--- src/rtl/instr_fetch.sv ---
// Instruction fetch stage: issues one instruction-memory read at a time and
// buffers returned words, tagged with their fetch address, in a 2-entry FIFO
// that feeds decode. A flush empties the buffer and discards any in-flight
// read result.
//
// state | meaning
// ------+--------------------------------------------------
// IDLE  | no request outstanding; may issue if room in FIFO
// WAIT  | request outstanding; ack result is kept
// DROP  | request outstanding; ack result is discarded
module instr_fetch #(
  parameter int INSTR_W = 16
) (
  input  logic               i_CLK,
  input  logic               i_RESET,
  input  logic [7:0]         i_PC,
  input  logic               i_FLUSH,
  output logic [7:0]         o_MEM_ADDR,
  output logic               o_MEM_REQ,
  input  logic               i_MEM_ACK,
  input  logic [INSTR_W-1:0] i_MEM_DATA,
  output logic [INSTR_W-1:0] o_IR,
  output logic [7:0]         o_IR_PC,
  output logic               o_IR_VALID,
  input  logic               i_IR_READY
);

  typedef enum logic [1:0] {
    IDLE = 2'd0,
    WAIT = 2'd1,
    DROP = 2'd2
  } state_t;

  state_t             state;
  logic [7:0]         fifo_pc    [0:1];
  logic [INSTR_W-1:0] fifo_instr [0:1];
  logic               rd_ptr;
  logic               wr_ptr;
  logic [1:0]         count;
  logic               push;
  logic               pop;

  // Head of the FIFO is presented directly to decode.
  assign o_IR_VALID = (count != 2'd0);
  assign o_IR       = fifo_instr[rd_ptr];
  assign o_IR_PC    = fifo_pc[rd_ptr];

  // Flush wins over both push and pop; a returning word is only kept in WAIT.
  assign push = (state == WAIT) && i_MEM_ACK && !i_FLUSH;
  assign pop  = o_IR_VALID && i_IR_READY && !i_FLUSH;

  // Request FSM: issue when there is room, hold the request until acked.
  always_ff @(posedge i_CLK) begin
    if (i_RESET) begin
      state      <= IDLE;
      o_MEM_REQ  <= 1'b0;
      o_MEM_ADDR <= 8'd0;
    end else begin
      case (state)
        IDLE: begin
          // Room is judged on the pre-edge count; a same-cycle pop does
          // not enable an issue until the following cycle.
          if (!i_FLUSH && (count < 2'd2)) begin
            o_MEM_ADDR <= i_PC;
            o_MEM_REQ  <= 1'b1;
            state      <= WAIT;
          end
        end
        WAIT: begin
          if (i_MEM_ACK) begin
            o_MEM_REQ <= 1'b0;
            state     <= IDLE;
          end else if (i_FLUSH) begin
            state <= DROP;
          end
        end
        DROP: begin
          if (i_MEM_ACK) begin
            o_MEM_REQ <= 1'b0;
            state     <= IDLE;
          end
        end
        default: begin
          o_MEM_REQ <= 1'b0;
          state     <= IDLE;
        end
      endcase
    end
  end

  // Two-entry FIFO of {fetch address, instruction word}.
  always_ff @(posedge i_CLK) begin
    if (i_RESET) begin
      rd_ptr        <= 1'b0;
      wr_ptr        <= 1'b0;
      count         <= 2'd0;
      fifo_pc[0]    <= 8'd0;
      fifo_pc[1]    <= 8'd0;
      fifo_instr[0] <= '0;
      fifo_instr[1] <= '0;
    end else if (i_FLUSH) begin
      rd_ptr <= 1'b0;
      wr_ptr <= 1'b0;
      count  <= 2'd0;
    end else begin
      if (push) begin
        fifo_pc[wr_ptr]    <= o_MEM_ADDR;
        fifo_instr[wr_ptr] <= i_MEM_DATA;
        wr_ptr             <= ~wr_ptr;
      end
      if (pop) begin
        rd_ptr <= ~rd_ptr;
      end
      case ({push, pop})
        2'b10:   count <= count + 2'd1;
        2'b01:   count <= count - 2'd1;
        default: count <= count;
      endcase
    end
  end

endmodule

--- config.mk ---
export PLATFORM = sky130hd
export DESIGN_NAME = instr_fetch
export DESIGN_NICKNAME = d
export VERILOG_FILES = /design/src/rtl/instr_fetch.sv
export SDC_FILE = /design/constraint.sdc
export NUM_CORES = 1
export LEC_CHECK = 0
export CAP_MARGIN = 20
export CORE_MARGIN = 5
export CORE_UTILIZATION = 40
export DETAILED_ROUTE_END_ITERATION = 12
export PLACE_DENSITY = 0.66
export RECOVER_POWER = 50
export SLEW_MARGIN = 20
export SYNTH_ARGS = -nofsm -noshare
export SYNTH_HDL_FRONTEND = slang
export SYNTH_SLANG_ARGS = --single-unit
--- constraint.sdc ---
create_clock -name i_CLK -period 2.97 [get_ports i_CLK]
set_input_delay 0.594 -clock i_CLK [delete_from_list [all_inputs] [get_ports i_CLK]]
set_output_delay 0.594 -clock i_CLK [all_outputs]
set_load 0.03 [all_outputs]
== Word level (Yosys, flattened, before mapping) ==
Memories as Yosys holds them, arrays and structs flattened. A register that Yosys moved wholly into a read port is not among the register bits.
Cells that the tools add are included.

* Bits in registers: 15
* Bits in latches: 0
* Memory bits (writable): 48
* Bits in read-only memories: 0
* Input bits: 29
* Output and inout port bits: 34
* Logic and storage cells: 62
* Memories kept: 2

{| class="wikitable"
|+ Memory list
! memory !! depth !! width !! read ports !! clocked after memory_dff !! wr ports !! RTL line !! RTL
|-
| fifo_instr || 2 || 16 || 1 || 1 || 2 || 36 || <nowiki>logic [INSTR_W-1:0] fifo_instr [0:1];</nowiki>
|-
| fifo_pc || 2 || 8 || 1 || 1 || 2 || 35 || <nowiki>logic [7:0] fifo_pc [0:1];</nowiki>
|}

* $add $sub $neg: 2
* Multiply operators: 0
* Divide/modulo/power cells: 0
* Magnitude comparators: 1
* Equal/unequal tests: 8
* Shift-type cells: 0
* Multiplexer cells: 25
* Bitwise gates (word level): 2
* Reduce and logical (&&, ||, !) cells: 16

{| class="wikitable"
|+ Operators with widths
! kind !! count
|-
| $mux W1 || 16
|-
| $mux W16 || 1
|-
| $reduce_or A16 Y1 || 1
|-
| $mux W2 || 4
|-
| $mux W8 || 1
|-
| $reduce_or A8 Y1 || 1
|-
| $pmux W2 S3 || 1
|-
| $logic_and A1 B1 Y1 || 5
|-
| $eq A2 B1 Y1 const B || 2
|-
| $eq A2 B2 Y1 const B || 2
|-
| $ne A2 B2 Y1 const B || 2
|-
| $pmux W2 S2 || 1
|-
| $reduce_and A2 Y1 || 2
|-
| $reduce_bool A2 Y1 || 2
|-
| $reduce_or A2 Y1 || 2
|-
| $ne A3 B3 Y1 const B || 1
|-
| $reduce_and A3 Y1 || 1
|-
| $add A2 B1 Y2 const B || 1
|-
| $logic_not A2 Y1 || 1
|-
| $lt A2 B2 Y1 const B || 1
|-
| $ne A2 B1 Y1 const B || 1
|-
| $not A1 Y1 || 2
|-
| $pmux W1 S2 || 1
|-
| $sub A2 B1 Y2 const B || 1
|-
| $logic_not A1 Y1 || 1
|}

== Longest topological paths before layout ==
* Depth after elaboration: 9
* Gate-level depth with buffers: 8
* Gate-level depth less buffers: 8

== Least setup slack after synthesis ==
OpenSTA, ideal clock, no wires.

* Path kind: input-to-reg
* Start point: input port i_FLUSH
* End point: memory fifo_instr[0][0], enable pin
* Library setup time: 410 ps
* Data arrival time: 2186 ps
* Setup slack: 374 ps
* Cell stages on the path: 3
* Path buffers: 1
* Cell sequence: buf_6 > or2_2 > o21bai_1

{| class="wikitable"
|+ RTL lines
! element !! RTL line !! RTL
|-
| from (decl) || 17 || <nowiki>input logic i_FLUSH,</nowiki>
|-
| to (decl) || 36 ||
|}

==> results.yml <==
run_status:
  outcome: "completed"
clock_network:
  h-tree-depth: 3
  clock-sinks: 64
  cts_root_buf: "clkbuf_8"
  cts_tree: "yes"
  cts_resized: 0
  clock_latency_ps: 340
  clock_path_buffers: 2
  postCtsSetupRepairBufs: 0
  numCtsBuffers: 9
  clk_pin_slew_ps: 70
  ctsHoldBuffers: 0
job:
  cap_violations: 0
critical_path:
  cp_max_fo: 24
  r2r-start: "state[1]"
  critical-path-top-delay-family: "simple AND/OR/NAND/NOR gates"
  cp.required_ps: 2920
  cp-start-kind: "input pin"
  crit_path_max_incr_delay_ps: 870
  worstSetupPathType: "input pin to flip-flop"
  rr_worst_depth: 4
  crit_buf_inv: 1
  end_kind: "flip-flop"
  cp.arrival_ps: 2470
  crit_chain: "dlygate4sd3_1 -> nor2_1 -> and4_2 -> or2_1"
  r2r_setup_slack_ps: 810
  r2r-end: "fifo_pc[1][7]"
  critPathSlowestCell: "or2_1"
final_layout:
  multi_input_area_um2: 982
  finish.utilization: 0.548
  fillCellCount: 615
  drive_gt1_frac: 0.181
  areaGrowthSynthToFinish_pct: 32.3
  final_area_mm2: 0.00376
  final_nets: 309
  num_antenna_cells: 0
  final-instance-count-excl-fill: 377
  seq_area_mm2: 0.00176
detailed_routing:
  drc: 0
  drtIter0Drc: 63
  wirelength_um: 5330
  wl_per_cell_um: 14.1
  routed-via-count: 1736
  dr.pass1.iters: 4
  vias_per_cell: 4.60
  ant_nets: 0
global_route:
  grt_max_degree: 25
  grt_antenna_before_repair: 0
  grt_pass1_vias: 1811
  grt_remaining_overflow: 0
  grt_pass1_wl_um: 8680
  grtUsageTotal: 0.129
power_and_ir_drop:
  p_sw_mw: 0.481
  p_leak_nw: 1.39
  power_mw: 2.06
  seqPwrFrac: 0.492
  p_int_mw: 1.58
  peakVddDrop_mv: 0.253
  switching_share: 0.233
  power_frac_comb: 0.114
  power_frac_clock: 0.394
  p_per_area_mw_per_mm2: 548
sta:
  min_period_over_period: 0.850
  maxSlewViolCount: 0
  fmax_mhz: 396
  tightest_slew_ps: 1150
  setup_violations: 0
  fin_crit_ps: 2520
  finalClockSkew_ps: 10.1
  finalHoldViolations: 0
  setup_tns_ps: 0
  slew_headroom: 0.231
  rsz0062_at_grt: "false"
die:
  initial_core_util: 0.414
  fp-row-count: 30
  pin_count: 63
  core_mm2: 0.00687
  die_h_um: 94.3
  dieArea_mm2: 0.00889
  fp.dieW_um: 94.3
yosys:
  synthCells: 206
  yosysUniqueCellTypes: 32
  ys.flop_type: "edfxtp_1"
  syn_area_mm2: 0.00284
  syn_nets: 239
  yosysSeqAreaShare: 0.620
  avgSynthCellArea_um2: 13.8
  synth_edf_count: 48
  postSynth.asyncResetShare: 0
  ys_seq_elements: 64
  ys_warn_count: 0
place:
  place_hpwl_um: 3480
  portBuffers: 62
  dpl-instance-area_mm2: 0.00356
  placedCellCount: 361
  gp_congestion: 0.780
worst_hold_path:
  hp-class: "flip-flop to flip-flop"
  worstHoldPathCells: 2
  whs_endpoint: "o_MEM_REQ"
  hold_start: "o_MEM_REQ"
==> logic make-up (layout without fill, tap and decap cells) <==
| family | count (synthesis) | count (layout) | synth area share |
|---|---|---|---|
| buffers and inverters | 14 | 89 | 0.0339 |
| DFF | 64 | 64 | 0.620 |
| adders and majority gates | 4 | 4 | 0.0176 |
| and+or+nand+nor | 78 | 78 | 0.170 |
| AOI/OAI and AO/OA | 10 | 10 | 0.0233 |
| muxes | 32 | 32 | 0.123 |
| xor gates and xnor gates | 4 | 4 | 0.0123 |
==> synthesized netlist by cell type, drive strengths merged (2+ instances only) <==
library cell / n / area (um^2)
or3: 2 / 12.5
nand2b: 2 / 12.5
or2: 3 / 18.8
and2: 48 / 300
nor3: 4 / 20.0
buf: 10 / 81.3
ha: 4 / 50.1
o21bai: 2 / 15.0
inv: 3 / 11.3
dfxtp: 16 / 320
xor2: 3 / 26.3
nor2: 12 / 47.6
edfxtp: 48 / 1440
mux2i: 8 / 80.1
mux2: 24 / 270
o21ai: 3 / 15.0
==> flip-flops by register name (all words and copies together) (netlist names), named ones only <==
name / flops
o_MEM_ADDR: 8
wr_ptr: 1
rd_ptr: 1
count: 2
state: 2
fifo_instr: 32
fifo_pc: 16
o_MEM_REQ: 1
==> power groups by stage <==
stage | Sequential (mW) | Combinational, mW | Clock, mW
5_1_grt | 1.02 | 0.251 | 0.869
3_3_place_gp | 1.03 | 0.241 | 0
6_report | 1.01 | 0.234 | 0.812
2_1_floorplan | 1.05 | 0.117 | 0
3_5_place_dp | 1.03 | 0.243 | 0
4_1_cts | 1.02 | 0.244 | 0.834
==> worst max-delay path by stage <==
stage	start	end	slack, ps	cells past startpoint
5_1_grt	i_FLUSH	fifo_pc[0][0]	330	5
4_1_cts	flip-flop	o_IR_PC[5]	470	3
3_5_place_dp	i_MEM_ACK	count[1]	460	6
3_3_place_gp	i_MEM_ACK	count[1]	510	6
6_report	i_FLUSH	fifo_pc[1][7]	450	4
2_1_floorplan	i_FLUSH	fifo_instr[0][0]	370	3
==> routing by layer <==
metal	part of all wire	GRT usage	wire [um]
met3	0.066	0.0361	352
met4	0.016	0.0650	84
met2	0.47	0.201	2480
met1	0.45	0.164	2410
met5	0	0	0
==> metrics by stage <==
stage | hold WS, ps | setup slack [ps]
floorplan | 499 | 374
global placement | 506 | 513
detailed placement | 520 | 464
CTS | 534 | 472
global route | 566 | 326
finish | 524 | 446
==> area by class of cell <==
class                      instances  share of cell area
timing repair buffer              70               0.177
multi-input combinational        128               0.261
inverter                           3             0.00299
sequential                        64               0.468
tap                               96              0.0319
clock inverter                     7              0.0256
clock buffer                       9              0.0329
==> tightest hold or removal path, delay by kind of cell (launching register included) <==
kind            cells  cell delay, ps
compound gates      2             170
flops               1             310
==> layout by cell type (no fill, tap or decap), types with 3 or more instances in the layout <==
master / n
nor3_1: 4
edfxtp_1: 48
clkinvlp_4: 3
ha_1: 4
and2_0: 25
mux2i_1: 8
mux2_2: 24
clkbuf_1: 4
o21ai_0: 3
xor2_1: 3
nor2_1: 11
clkbuf_8: 9
dlygate4sd3_1: 12
dfxtp_1: 16
and2_1: 23
buf_4: 4
clkdlybuf4s50_1: 50
inv_1: 3
Note: power is estimated with default switching activity, not from simulation.
